### src/rtl/cond_pkg.sv
// Shared types and constants for the execute-stage branch/flag controller.
package cond_pkg;

    localparam int unsigned FLAGS_W   = 4;
    localparam int unsigned FLUSH_W   = 3;

    localparam int unsigned FLAG_N    = 3;
    localparam int unsigned FLAG_Z    = 2;
    localparam int unsigned FLAG_C    = 1;
    localparam int unsigned FLAG_V    = 0;

    typedef enum logic [0:0] {
        ST_IDLE  = 1'b0,
        ST_FLUSH = 1'b1
    } state_t;

endpackage : cond_pkg

### src/rtl/sat_counter.sv
// Up-counter that sticks at its all-ones value instead of wrapping.
module sat_counter #(
    parameter int unsigned W = 16
) (
    input  logic         clk,
    input  logic         rst,
    input  logic         inc,
    output logic [W-1:0] count
);

    always_ff @(posedge clk or posedge rst) begin
        if (rst) begin
            count <= '0;
        end else if (inc && (count != {W{1'b1}})) begin
            count <= count + W'(1);
        end
    end

endmodule : sat_counter

### src/rtl/branch_ctrl.sv
// Execute-stage branch resolution: owns NZCV flags, issues PC redirects,
// squashes wrong-path instructions and keeps taken/not-taken statistics.
module branch_ctrl
    import cond_pkg::*;
#(
    parameter int unsigned FLUSH_CYCLES = 2,
    parameter int unsigned CNT_W        = 16
) (
    input  logic               clk,
    input  logic               rst,
    input  logic               En,
    input  logic               BranchE,
    input  logic               CondExE,
    input  logic [FLAGS_W-1:0] FlagsNextE,
    input  logic [31:0]        BranchTargetE,
    output logic [FLAGS_W-1:0] Flags,
    output logic               PCSrc,
    output logic [31:0]        BranchTarget,
    output logic               FlushD,
    output logic               FlushE,
    output logic               Flushing,
    output logic [CNT_W-1:0]   TakenCnt,
    output logic [CNT_W-1:0]   NotTakenCnt
);

    state_t             r_state;
    logic [FLUSH_W-1:0] r_cnt;
    logic               r_pcsrc;
    logic [31:0]        r_target;
    logic [FLAGS_W-1:0] r_flags;

    state_t             w_state_nxt;
    logic [FLUSH_W-1:0] w_cnt_nxt;
    logic               w_pcsrc_nxt;
    logic [31:0]        w_target_nxt;
    logic [FLAGS_W-1:0] w_flags_nxt;
    logic               w_live;
    logic               w_taken;
    logic               w_not_taken;

    always_ff @(posedge clk or posedge rst) begin
        if (rst) begin
            r_state  <= ST_IDLE;
            r_cnt    <= '0;
            r_pcsrc  <= 1'b0;
            r_target <= '0;
            r_flags  <= '0;
        end else begin
            r_state  <= w_state_nxt;
            r_cnt    <= w_cnt_nxt;
            r_pcsrc  <= w_pcsrc_nxt;
            r_target <= w_target_nxt;
            r_flags  <= w_flags_nxt;
        end
    end

    always_comb begin
        w_state_nxt  = r_state;
        w_cnt_nxt    = r_cnt;
        w_pcsrc_nxt  = r_pcsrc;
        w_target_nxt = r_target;
        w_flags_nxt  = r_flags;
        w_live       = En && (r_state == ST_IDLE);
        w_taken      = w_live && BranchE && CondExE;
        w_not_taken  = w_live && BranchE && !CondExE;

        // PCSrc only advances with the pipeline so fetch cannot miss the redirect
        if (En) begin
            w_pcsrc_nxt = w_taken;
        end
        if (w_live) begin
            w_flags_nxt = FlagsNextE;
        end

        case (r_state)
            ST_IDLE: begin
                if (w_taken) begin
                    w_target_nxt = BranchTargetE;
                    w_cnt_nxt    = FLUSH_W'(FLUSH_CYCLES);
                    w_state_nxt  = ST_FLUSH;
                end
            end
            ST_FLUSH: begin
                if (En) begin
                    w_cnt_nxt = r_cnt - FLUSH_W'(1);
                    if (r_cnt == FLUSH_W'(1)) begin
                        w_state_nxt = ST_IDLE;
                    end
                end
            end
            default: begin
                w_state_nxt = ST_IDLE;
            end
        endcase
    end

    assign Flags        = r_flags;
    assign PCSrc        = r_pcsrc;
    assign BranchTarget = r_target;
    assign Flushing     = (r_state == ST_FLUSH);
    assign FlushD       = Flushing;
    assign FlushE       = Flushing;

    sat_counter #(.W(CNT_W)) u_taken_cnt (
        .clk   (clk),
        .rst   (rst),
        .inc   (w_taken),
        .count (TakenCnt)
    );

    sat_counter #(.W(CNT_W)) u_not_taken_cnt (
        .clk   (clk),
        .rst   (rst),
        .inc   (w_not_taken),
        .count (NotTakenCnt)
    );

endmodule : branch_ctrl
### config.mk
export PLATFORM = sky130hd
export DESIGN_NAME = branch_ctrl
export DESIGN_NICKNAME = d
export VERILOG_FILES = /design/src/rtl/cond_pkg.sv /design/src/rtl/sat_counter.sv /design/src/rtl/branch_ctrl.sv
export SDC_FILE = /design/constraint.sdc
export NUM_CORES = 1
export LEC_CHECK = 0
export ABC_AREA = 1
export BUFFER_PORTS_ARGS = -buffer_cell sky130_fd_sc_hd__buf_2
export CAP_MARGIN = 20
export CORE_UTILIZATION = 40
export CTS_BUF_LIST = sky130_fd_sc_hd__clkbuf_8
export CTS_CLUSTER_DIAMETER = 30
export DETAILED_ROUTE_END_ITERATION = 12
export PLACE_DENSITY = 0.67
export SLEW_MARGIN = 20
export SYNTH_ARGS = -nofsm -noshare
export SYNTH_HDL_FRONTEND = slang
export SYNTH_HIERARCHICAL = 1
export SYNTH_SLANG_ARGS = --single-unit
export TNS_END_PERCENT = 30
### constraint.sdc
create_clock -name clk -period 1.49 [get_ports clk]
set_input_delay 0 -clock clk [delete_from_list [all_inputs] [get_ports clk]]
set_output_delay 0 -clock clk [all_outputs]
set_load 0.05 [all_outputs]
* Word level (Yosys, flattened, before mapping)
Index checks and enable logic that the tools add are counted.
** Word-level totals
- Output and inout bits :: 72
- Bits in latches :: 0
- Memory bits (read-only) :: 0
- Bits in registers :: 73
- Word-level logic and storage cells :: 32
- RAM bits :: 0
- Memories kept :: 0
** Operators by class
- Magnitude comparators :: 0
- Bitwise gates (word level) :: 1
- Eq/ne operators :: 5
- $mul :: 0
- Reduce and logical (&&, ||, !) cells :: 9
- Div/mod/pow operators :: 0
- Muxes and demuxes :: 7
- Add/sub/neg operators :: 3
- Shift-type cells :: 0
** Operator list (count)
- $add A16 B1 Y16 const B :: 2
- $ne A16 B16 Y1 const B :: 2
- $logic_and A1 B1 Y1 :: 6
- $mux W3 :: 2
- $pmux W3 S2 :: 1
- $reduce_and A2 Y1 :: 2
- $eq A3 B1 Y1 const B :: 1
- $mux W1 :: 3
- $sub A3 B1 Y3 const B :: 1
- $ne A2 B1 Y1 const B :: 1
- $ne A2 B2 Y1 const B :: 1
- $pmux W1 S2 :: 1
- $logic_not A1 Y1 :: 1
- $not A1 Y1 :: 1

* Depth between registers and ports, before layout
- Depth in word-level cells :: 6
- Mapped depth :: 12

* Cells and area by module
Netlist, hierarchy kept.
** By module, submodules not included
- sat_counter :: instances 2, area an instance 1069.8 µm², cells each 150
- branch_ctrl :: instances 1, area an instance 1659.1 µm², cells each 192

* Worst setup path before layout
No wires, ideal clock.
- Path type :: register to register
- From :: register r_state (netlist: FlushD)
- To :: register u_not_taken_cnt.count[13]
- Setup slack :: -0.379 ns
- Setup time :: 0.113 ns
- Cell stages (with the launch flop) :: 11
- Path buffers :: 0
- Clock period less this slack :: 1.869 ns
- Required time :: 1.377 ns
- Arrival :: 1.756 ns
- Path through :: dfrtp_1 > nor2_1 > nand2_1 > nor2_1 > inv_1 > nor2_1 > nand2_1 > nor2_1 > nand3_1 > nand2_1 > inv_1
** On the way
- Word-level cells in the longest chain between the ends :: 5
** Ends and longest elaborated chain
- start: declaration :: RTL line branch_ctrl.sv:26 : state_t r_state;
- start signal: assignment :: RTL line branch_ctrl.sv:49 : r_state <= w_state_nxt;
- $not A1 Y1 (no line)
- $logic_and A1 B1 Y1 :: RTL line branch_ctrl.sv:63 : w_live = En && (r_state == ST_IDLE);
- $logic_and A1 B1 Y1 (2 in series) :: RTL line branch_ctrl.sv:65 : w_not_taken = w_live && BranchE && !CondExE;
- named net w_not_taken :: RTL line branch_ctrl.sv:39 : logic w_not_taken;
- $logic_and A1 B1 Y1 :: RTL line sat_counter.sv:14 : end else if (inc && (count != {W{1'b1}})) begin
- end signal: assignment :: RTL line sat_counter.sv:15 : count <= count + W'(1);
- end: declaration :: RTL line sat_counter.sv:8 : output logic [W-1:0] count
The timed path passes the listed nets, and every way through them passes these cells.
A chain may end at the register's enable or synchronous reset.

* Worst setup path after layout
Ends and elaborated chain as after synthesis.

==> out/metrics.cfg <==
[sta]
worstMarginPinSlew_ns = 0.710
fin_crit_ns = 1.41
hold_violations = 0
relSlewSlack_pct = 52.6
min_period_over_period_pct = 94.4
setup_violations = 0
finalClockSkew_ns = 0.0134
drv_slew = 0
fmax_ghz = 0.711
rsz0062_at_grt = true

[power_and_ir_drop]
p_leak_nw = 2.67
ir_drop_uv = 1370
clockPowerShare_pct = 14.7
power_frac_seq_pct = 32.9
power_density_nw_per_um2 = 1960
p_switching_mw = 5.45
netSwitchingFraction_pct = 52.2
intPower_mw = 4.99
combPwrFrac_pct = 52.4

[placed_design]
place_inst = 740
dp_hpwl_mm = 6.79
place.port_buffers = 112
place.gp.congestion = 0.805

[clocking]
clock_sinks = 73
cts_root_buf = clkbuf_8
clock_path_buffers = 2
htreeDepth = 3
clk_pin_slew_ns = 0.07
cts_made_buffers = 9
clk_latency_ns = 0.34
cts_tree = built

[cells_and_area]
stdcell_count = 797
fill_cells = 808
synthToLayoutAreaGrowth_pct = 40.6
final_cell_mix = nand2_1 (236), buf_2 (112), dfrtp_1 (40)
drive_above_1_share_pct = 36.4
postLayoutCoreUtil_pct = 57.8
fin_nets = 708
layout_commonest_cell = nand2_1
antennaDiodeCount = 0

[route]
wirelength_mm = 9.85
routed-wl-met2_mm = 4.90
dr_wl_met3_um = 479
wire_per_inst_um = 12.4
ant_nets = 0
top_layer = met4
dr.pass1.iters = 4
vias = 3651
wl_met1_mm = 4.32
drc = 0
avgViaCountPerCell = 4.58
drt_iter0_markers = 154

[logic_synthesis]
ys_ff_latch = 73
ys_seq_area_share_pct = 48.1
yosysUniqueCellTypes = 22
syn_area_um2 = 3800
yosysWarnings = 6
synth_nets = 537
synth_area_per_cell_um2 = 7.72
netlist_instances = 492

[grt]
antenna_found_initial = 0
grtUsageTotal_pct = 20.8
grt_pass1_wl_mm = 16.3
grt_start_max_net_pins = 39
grt_overflow = 0
first_global_vias = 3560

[floorplan]
num_rows = 35
start_util_pct = 41.1
die_area_um2 = 9890
io_pins = 113
dieHeight_um = 99.5
core_area_um2 = 9240
die_w_um = 99.5

[min_path]
hold_depth = 6
min_path_type = in2reg
min_from = CondExE
min_to = u_not_taken_cnt/count[14]

[critical_path]
cp-end-kind = flop
cp_cell_sequence = nor2_4 -> nand2_1 -> nor2_2 -> inv_2 -> nor2_2 -> nand2_1 -> nor2_2 -> nand2_1 -> nand2_1 -> nand2_1 -> inv_1
slowest_delay_ns = 0.52
crit_family = simple AND/OR/NAND/NOR gates
cp.required_ns = 1.76
critPathBufInv = 2
cpMostUsedCell = nand2_1
reg2reg_from = FlushD
cp-start-kind = flop
r2r-end = u_not_taken_cnt/count[13]
cp.arrival_ns = 1.68
cp_slowest_cell = dfrtp_4
worstPathMaxFanout = 6
r2r_slack_ns = 0.08
worst-r2r-cell-count = 11
crit_type = reg2reg

[outcome]
outcome = finished clean

[run]
drv_cap = 0

## layout make-up
cell class                 count  area (um2)  area share (%)
multi-input combinational    369        1810            33.9
sequential                    73        1870            35.0
clock inverter                 6        58.8            1.10
timing repair buffer         171        1150            21.6
clock buffer                  10         138            2.58
inverter                      39         151            2.83
tap                          129         161            3.02
## synth_stat cells, drive strengths merged
master	instances	area, um2
nand2	251	972
dfrtp	73	1830
nor2	48	270
inv	39	146
nand3	22	110
o21ai	21	150
buf	11	97.6
nand4	11	75.1
ha	4	50.1
nand3b	4	30.0
xnor2	4	35.0
xor2	4	35.0
## sequential cells by signal, summed over array words and instances, names as in the netlist
name	count
BranchTarget	32
Flags	4
FlushD	1
PCSrc	1
r_cnt	3
u_not_taken_cnt/count	16
u_taken_cnt/count	16
## cells by family (layout without fill, tap and decap cells)
family,after synthesis,count (layout),synth area share [%]
AO/OA/AOI/OAI,21,21,3.95
XOR/XNOR,8,8,1.84
flip-flops,73,73,48.1
buffers and inverters,50,226,6.42
AND/OR/NAND/NOR,336,336,38.4
adder cells (fa/ha/maj),4,4,1.32
## worst max-delay path by stage
stage | startpoint | endpoint | slack [ns] | cells past startpoint
final | FlushD | u_not_taken_cnt/count[13] | 0.08 | 11
after global routing | FlushD | u_not_taken_cnt/count[13] | -0.06 | 11
after CTS | FlushD | u_not_taken_cnt/count[13] | 0.02 | 11
after detailed placement | FlushD | u_not_taken_cnt/count[13] | 0.04 | 11
after global placement | FlushD | u_not_taken_cnt/count[13] | 0.09 | 10
after floorplan | FlushD | u_taken_cnt/count[13] | -0.04 | 11
## worst register-to-register path, delay by kind of cell (launching register included)
family                 cells  cell delay (ns)
DFF                        1             0.52
buffers and inverters      2             0.13
and+or+nand+nor            9             0.72
## routing by layer
metal	vias to the layer above	track usage, %
met2	108	37.0
met3	15	4.01
met4	0	7.24
li1	1859	-
met1	1669	25.2
met5	-	0
## what timing repair did
action | CTS | global route
buffers inserted | 0 | 3
gates resized for setup | 0 | 11
endpoints found under the hold margin | 80 | 0
hold buffers | 38 | 0
endpoints found under the setup margin | 0 | 16
## per-stage QoR
| stage | power [mW] | setup TNS [ns] | setup slack, ns | instance area [um2] | hold slack, ns |
|---|---|---|---|---|---|
| 5_1_grt | 11.1 | -0.117 | -0.0574 | 5340 | 0.194 |
| 4_1_cts | 10.4 | 0 | 0.0232 | 5280 | 0.147 |
| 2_1_floorplan | 7.48 | -0.151 | -0.0416 | 3900 | -0.0862 |
| 3_5_place_dp | 8.76 | 0 | 0.0440 | 4710 | 0.160 |
| 3_3_place_gp | 8.67 | 0 | 0.0866 | 4710 | 0.149 |
| 6_report | 10.4 | 0 | 0.0835 | 5340 | 0.175 |
## power groups by stage
stage / logic, mW / registers, mW / clock network [mW]
CTS: 5.39 / 3.43 / 1.60
global route: 5.85 / 3.54 / 1.68
finish: 5.48 / 3.43 / 1.53
detailed placement: 5.30 / 3.46 / 0
global placement: 5.22 / 3.45 / 0
floorplan: 1.50 / 5.98 / 0
Power figures use the tool's default switching activity.
